### config.mk
export PLATFORM = sky130hd
export DESIGN_NAME = keyboard_move_entry
export DESIGN_NICKNAME = d
export VERILOG_FILES = /design/src/rtl/chess_kbd_pkg.sv /design/src/rtl/scancode_decoder.sv /design/src/rtl/keyboard_move_entry.sv
export SDC_FILE = /design/constraint.sdc
export NUM_CORES = 1
export LEC_CHECK = 0
export CAP_MARGIN = 10
export CORE_MARGIN = 1
export CORE_UTILIZATION = 54
export DETAILED_ROUTE_END_ITERATION = 16
export MAX_ROUTING_LAYER = met4
export PLACE_DENSITY_LB_ADDON = 0.08
export SYNTH_ARGS = -nofsm -noshare
export SYNTH_HDL_FRONTEND = slang
export SYNTH_HIERARCHICAL = 1
export SYNTH_SLANG_ARGS = --single-unit
### constraint.sdc
create_clock -name clock -period 7.36 [get_ports clock]
set_input_delay 0.736 -clock clock [delete_from_list [all_inputs] [get_ports clock]]
set_output_delay 0.736 -clock clock [all_outputs]
set_load 0.01 [all_outputs]
### src/rtl/chess_kbd_pkg.sv
// Shared scan codes, coordinate width, FSM encoding and slot record for
// keyboard move entry.
package chess_kbd_pkg;

  localparam int COORD_W = 3;

  localparam logic [7:0] SC_BREAK  = 8'hF0;
  localparam logic [7:0] SC_EXTEND = 8'hE0;
  localparam logic [7:0] SC_LEFT   = 8'h6B;
  localparam logic [7:0] SC_RIGHT  = 8'h74;
  localparam logic [7:0] SC_BKSP   = 8'h66;
  localparam logic [7:0] SC_ESC    = 8'h76;
  localparam logic [7:0] SC_ENTER  = 8'h5A;

  // Index in each table is the decoded coordinate (A..H, 1..8 -> 0..7)
  localparam logic [7:0] SC_LETTER [8] = '{8'h1C, 8'h32, 8'h21, 8'h23,
                                           8'h24, 8'h2B, 8'h34, 8'h33};
  localparam logic [7:0] SC_DIGIT  [8] = '{8'h16, 8'h1E, 8'h26, 8'h25,
                                           8'h2E, 8'h36, 8'h3D, 8'h3E};

  localparam logic [1:0] ST_COLLECT = 2'd0;
  localparam logic [1:0] ST_WRITE   = 2'd1;
  localparam logic [1:0] ST_COMMIT  = 2'd2;

  typedef struct packed {
    logic               letter_valid;
    logic               number_valid;
    logic [COORD_W-1:0] letter;
    logic [COORD_W-1:0] number;
  } slot_t;

  function automatic logic slot_full(input slot_t s);
    return s.letter_valid & s.number_valid;
  endfunction

endpackage

### src/rtl/scancode_decoder.sv
// Combinational decode of a PS/2 byte into a board letter or digit coordinate.
import chess_kbd_pkg::*;

module scancode_decoder (
  input  logic [7:0]         scancode,
  output logic               is_letter,
  output logic               is_number,
  output logic [COORD_W-1:0] code
);

  logic [7:0] letter_hit;
  logic [7:0] digit_hit;

  generate
    for (genvar gi = 0; gi < 8; gi++) begin : g_match
      assign letter_hit[gi] = (scancode == SC_LETTER[gi]);
      assign digit_hit[gi]  = (scancode == SC_DIGIT[gi]);
    end
  endgenerate

  // Letter and digit tables are disjoint, so at most one hit is set
  always_comb begin
    code = '0;
    for (int i = 0; i < 8; i++) begin
      if (letter_hit[i] || digit_hit[i]) code = COORD_W'(i);
    end
  end

  assign is_letter = |letter_hit;
  assign is_number = |digit_hit;

endmodule

### src/rtl/keyboard_move_entry.sv
// Collects a chess move typed on a PS/2 keyboard into NUM_SLOTS squares and,
// on Enter, writes the squares plus a move-ready flag to memory.
import chess_kbd_pkg::*;

module keyboard_move_entry #(
  parameter int          NUM_SLOTS = 2,
  parameter logic [11:0] BASE_ADDR = 12'd64,
  parameter int          SLOT_W    = 3
) (
  input  logic              clock,
  input  logic              reset,
  input  logic [7:0]        ps2_key_data,
  input  logic              ps2_key_pressed,
  output logic              keyboard_we,
  output logic [11:0]       keyboard_write_address,
  output logic [31:0]       keyboard_write_data,
  output logic [SLOT_W-1:0] current_slot,
  output logic              entry_busy,
  output logic              entry_error
);

  localparam logic [SLOT_W-1:0] LAST_SLOT = SLOT_W'(NUM_SLOTS - 1);
  localparam logic [SLOT_W-1:0] ONE       = SLOT_W'(1);

  logic [1:0]        state_reg, state_next;
  slot_t             slot_reg  [NUM_SLOTS];
  slot_t             slot_next [NUM_SLOTS];
  logic [SLOT_W-1:0] cur_reg, cur_next;
  logic [SLOT_W-1:0] idx_reg, idx_next;
  logic              break_reg, break_next;
  logic              error_reg, error_next;

  logic               is_letter, is_number;
  logic [COORD_W-1:0] code;
  slot_t              cur_slot, edit_slot, wr_slot;
  logic               all_full;

  scancode_decoder u_decoder (
    .scancode  (ps2_key_data),
    .is_letter (is_letter),
    .is_number (is_number),
    .code      (code)
  );

  always_comb begin
    cur_slot = '0;
    wr_slot  = '0;
    all_full = 1'b1;
    for (int i = 0; i < NUM_SLOTS; i++) begin
      if (SLOT_W'(i) == cur_reg) cur_slot = slot_reg[i];
      if (SLOT_W'(i) == idx_reg) wr_slot = slot_reg[i];
      all_full = all_full & slot_full(slot_reg[i]);
    end
  end

  always_comb begin
    state_next = state_reg;
    cur_next   = cur_reg;
    idx_next   = idx_reg;
    break_next = break_reg;
    error_next = 1'b0;
    edit_slot  = cur_slot;
    for (int i = 0; i < NUM_SLOTS; i++) slot_next[i] = slot_reg[i];

    case (state_reg)
      ST_COLLECT: begin
        if (ps2_key_pressed) begin
          // A pending break swallows the release code whatever it is
          if (break_reg) begin
            break_next = 1'b0;
          end else if (ps2_key_data == SC_BREAK) begin
            break_next = 1'b1;
          end else if (is_letter || is_number) begin
            if (is_letter) begin
              edit_slot.letter       = code;
              edit_slot.letter_valid = 1'b1;
            end else begin
              edit_slot.number       = code;
              edit_slot.number_valid = 1'b1;
            end
            for (int i = 0; i < NUM_SLOTS; i++) begin
              if (SLOT_W'(i) == cur_reg) slot_next[i] = edit_slot;
            end
            if (!slot_full(cur_slot) && slot_full(edit_slot) && cur_reg != LAST_SLOT)
              cur_next = cur_reg + ONE;
          end else begin
            case (ps2_key_data)
              SC_LEFT:  if (cur_reg != '0) cur_next = cur_reg - ONE;
              SC_RIGHT: if (cur_reg != LAST_SLOT) cur_next = cur_reg + ONE;
              SC_BKSP: begin
                for (int i = 0; i < NUM_SLOTS; i++) begin
                  if (SLOT_W'(i) == cur_reg) begin
                    slot_next[i].letter_valid = 1'b0;
                    slot_next[i].number_valid = 1'b0;
                  end
                end
              end
              SC_ESC: begin
                for (int i = 0; i < NUM_SLOTS; i++) slot_next[i] = '0;
                cur_next = '0;
              end
              SC_ENTER: begin
                if (all_full) begin
                  state_next = ST_WRITE;
                  idx_next   = '0;
                end else begin
                  error_next = 1'b1;
                end
              end
              default: ;
            endcase
          end
        end
      end
      ST_WRITE: begin
        if (idx_reg == LAST_SLOT) state_next = ST_COMMIT;
        else idx_next = idx_reg + ONE;
      end
      ST_COMMIT: begin
        for (int i = 0; i < NUM_SLOTS; i++) slot_next[i] = '0;
        cur_next   = '0;
        state_next = ST_COLLECT;
      end
      default: state_next = ST_COLLECT;
    endcase
  end

  always_ff @(posedge clock) begin
    if (reset) begin
      state_reg <= ST_COLLECT;
      cur_reg   <= '0;
      idx_reg   <= '0;
      break_reg <= 1'b0;
      error_reg <= 1'b0;
      for (int i = 0; i < NUM_SLOTS; i++) slot_reg[i] <= '0;
    end else begin
      state_reg <= state_next;
      cur_reg   <= cur_next;
      idx_reg   <= idx_next;
      break_reg <= break_next;
      error_reg <= error_next;
      for (int i = 0; i < NUM_SLOTS; i++) slot_reg[i] <= slot_next[i];
    end
  end

  always_comb begin
    keyboard_we            = 1'b0;
    keyboard_write_address = '0;
    keyboard_write_data    = '0;
    if (state_reg == ST_WRITE) begin
      keyboard_we            = 1'b1;
      keyboard_write_address = BASE_ADDR + 12'(idx_reg);
      keyboard_write_data    = {26'b0, wr_slot.number, wr_slot.letter};
    end else if (state_reg == ST_COMMIT) begin
      keyboard_we            = 1'b1;
      keyboard_write_address = BASE_ADDR + 12'(NUM_SLOTS);
      keyboard_write_data    = 32'd1;
    end
  end

  assign current_slot = cur_reg;
  assign entry_busy   = (state_reg != ST_COLLECT);
  assign entry_error  = error_reg;

endmodule

==> flow_summary.yaml <==
power_and_ir_drop:
  leakagePower_uw: 0.00100
  switching_share_pct: 26.9
  clkPwrFrac_pct: 37.9
  vdd_drop_max_mv: 0.141
  power_switching_uw: 85.4
  p_comb_share_pct: 17.4
  seqPwrFrac_pct: 44.7
  intPower_uw: 232
  power_density_nw_per_um2: 119
global_routing:
  grt_antenna_before_repair: 0
  grt_overflow: 0
  grt_max_degree: 25
  grtUsageMet3_pct: 2.76
  grtUsageTotal_pct: 24.2
  grt.busiest_layer: "met2"
  use_met2_pct: 39.4
  grtUsageMet1_pct: 32.7
  grt_pass1_wl_mm: 9.63
  grt_pass1_vias: 2073
status:
  status: "complete, no violations"
min_path:
  hold_start: "break_reg"
  min_path_type: "flip-flop to flip-flop"
sta:
  holdWs_ns: 0.479
  rsz0062_at_grt: "no"
  slew_headroom_pct: 41.2
  fin_worst_skew_ns: 0.00832
  finalCritPeriodShare_pct: 51.7
  tns_ns: 0
  final_hold_viol_count: 0
  setup_viol: 0
  period_needed_ns: 3.80
  clock.fmax_ghz: 0.263
  tightest_slew_ns: 0.879
  slew_viol_final: 0
logic_synthesis:
  synth_area_sq_um: 2480
  syn_inst: 354
  yosysWarnings: 6
  ys_seq_elements: 26
  synth_ff_type: "dfxtp_1"
  synth_edf_count: 0
  async_reset_ff_share_pct: 0
  synth.distinct_cells: 55
  ys_seq_area_share_pct: 21.0
  synth_area_per_cell_sq_um: 6.99
routing:
  wl_per_cell_microns: 13.1
  dr.first_iter.drc_count: 251
  dr.pass1.iters: 4
  vias: 2335
  drc: 0
  post_drt_via_cell_ratio: 5.59
  ant_nets: 0
  drt-total-wl_mm: 5.46
clocking:
  cts_tree: "built"
  insertion_delay_ns: 0.27
  ctsResizeCount: 0
  cts_setup_buffers: 0
  hold_buffers: 0
  clockRootBuffer: "clkbuf_8"
  cts_made_buffers: 3
  clockBufferDepth: 2
  path_clk_slew_ns: 0.10
  htreeDepth: 1
  cts.sinks: 26
die:
  start_util_pct: 56.5
  ios: 61
  die_area_sq_um: 4860
  die_y_microns: 69.7
  num_rows: 24
  coreArea_sq_um: 4380
  chipWidth_microns: 69.7
critical_path:
  crit_top_cell: "nor2_1"
  reg2reg_from: "state_reg[0]"
  required_ns: 7.54
  cp_slowest_cell: "clkdlybuf4s50_1"
  crit_arrival_ns: 3.98
  worst_setup_path_start_kind: "primary input"
  crit_path_max_fanout: 17
  crit_type: "primary input to flip-flop"
  crit_buf_inv: 2
  crit_start: "ps2_key_data[4]"
  cp-end-kind: "flip-flop"
  cpLargestDelayFamily: "compound AO/OA/AOI/OAI gates"
  critical_path.max_stage_delay_ns: 0.81
  path_cells: "clkdlybuf4s50_1, inv_1, nor2_1, a21oi_1, o21ai_0, nor2_1, nand2_1, a21oi_1, a311oi_2, nor2_1, a31o_2"
layout:
  instances_no_fill: 418
  largest_reg_flops: 16
  syn_to_final_growth_pct: 7.48
  layout-drive-gt1-share_pct: 3.83
  diodes: 0
  fin_area_sq_um: 2660
  fin_nets: 389
placement:
  globalplace.congestion: 0.896
  io_buffers: 26
  placed_cell_area_sq_um: 2590
  dpl.hpwl_mm: 4.07
  dp.cells: 414
flow_run:
  maxCapViolations: 0
stage by stage:
step	utilization (%)	setup WS [ns]	total power, uW
floorplan	-	4.47	198
global placement	59.1	3.36	200
detailed placement	59.1	3.32	199
CTS	60.7	3.59	319
global route	60.7	3.24	332
finish	60.7	3.56	318
worst register-to-register path: cells and delay by family, from the launching register on:
kind	cells	cell delay, ns
buffers and inverters	2	0.27
AO/OA/AOI/OAI	2	0.37
flip-flops	1	0.34
adder cells (fa/ha/maj)	1	0.48
AND/OR/NAND/NOR	2	1.00
per-layer routing:
layer  wire length (microns)  part of all wire [%]
met1                    2570                    47
met2                    2610                    48
met3                     231                   4.2
met4                      49                  0.90
met5                       0                     0
synth_stat cells (2+ instances only):
cell type	n	area share (%)
buf_4	37	11
xor2_1	2	0.71
o21ai_0	21	4.2
a311oi_1	2	0.71
dfxtp_1	26	21
nand2_1	58	8.8
nor2_1	31	4.7
or4_1	4	1.2
ha_1	11	5.6
nand2b_1	9	2.3
nand3b_1	2	0.61
clkbuf_1	11	1.7
a22o_1	3	1.1
inv_1	12	1.8
nand3_1	14	2.8
a21oi_1	28	5.7
and2_1	4	1.0
nor4b_1	2	0.71
o22ai_1	7	1.8
a311oi_2	2	1.2
o21a_1	2	0.61
nor3_1	8	1.6
nand4_1	5	1.3
a31oi_1	4	1.0
buf_1	2	0.30
and3_1	2	0.51
o31ai_2	2	1.0
mux2i_1	10	4.0
nor2b_1	5	1.3
nor3b_1	3	0.91
path summary, 6_finish.rpt:
kind / end / slack, ns / cells past startpoint
min: break_reg / 0.48 / 2
max reg2reg: current_slot[1] / 4.81 / 7
min reg2reg: break_reg / 0.48 / 2
max: slot_reg[0][12] / 3.56 / 11
layout make-up:
| class | count | area, sq um |
|---|---|---|
| clock buffer | 3 | 41.3 |
| clock inverter | 1 | 30.0 |
| fill | 421 | 1720 |
| inverter | 13 | 48.8 |
| multi-input combinational | 296 | 1690 |
| sequential | 26 | 520 |
| tap | 52 | 65.1 |
| timing repair buffer | 27 | 268 |
power groups by stage:
stage | Clock (uW) | Sequential, uW | Combinational [uW]
finish | 120 | 142 | 55.2
global route | 128 | 142 | 61.5
CTS | 123 | 142 | 54.3
detailed placement | 0 | 145 | 54.1
global placement | 0 | 145 | 54.2
floorplan | 0 | 145 | 52.7
cell families after synthesis:
| group | count (synthesis) | synth area share (%) |
|---|---|---|
| multiplexers | 10 | 4.04 |
| flip-flops | 26 | 21.0 |
| buffers and inverters | 65 | 15.8 |
| other | 1 | 0.151 |
| AO/OA/AOI/OAI | 83 | 21.5 |
| AND/OR/NAND/NOR | 155 | 30.9 |
| adder cells (fa/ha/maj) | 11 | 5.56 |
| XOR/XNOR | 3 | 1.06 |
cells in the final DEF (no fill, tap or decap), drive strengths merged, types with 3 or more instances in the layout:
cell           Yosys  final
conb               1     34
ha                11     11
nor2              31     31
a311oi             4      4
a22o               3      3
o21ai             22     22
clkbuf            11      3
clkdlybuf4s50      0     26
a21oi             28     28
or4                4      4
nor4b              3      3
nand3             14     14
nor3               8      8
a31oi              4      4
mux2i             10     10
o22ai              7      7
nand2b             9      9
nand2             58     58
and2               4      4
nor3b              3      3
nand4              5      5
nor2b              6      6
dfxtp             26     26
inv               12     12
o31ai              3      3
(Power assumes the default switching activity.)
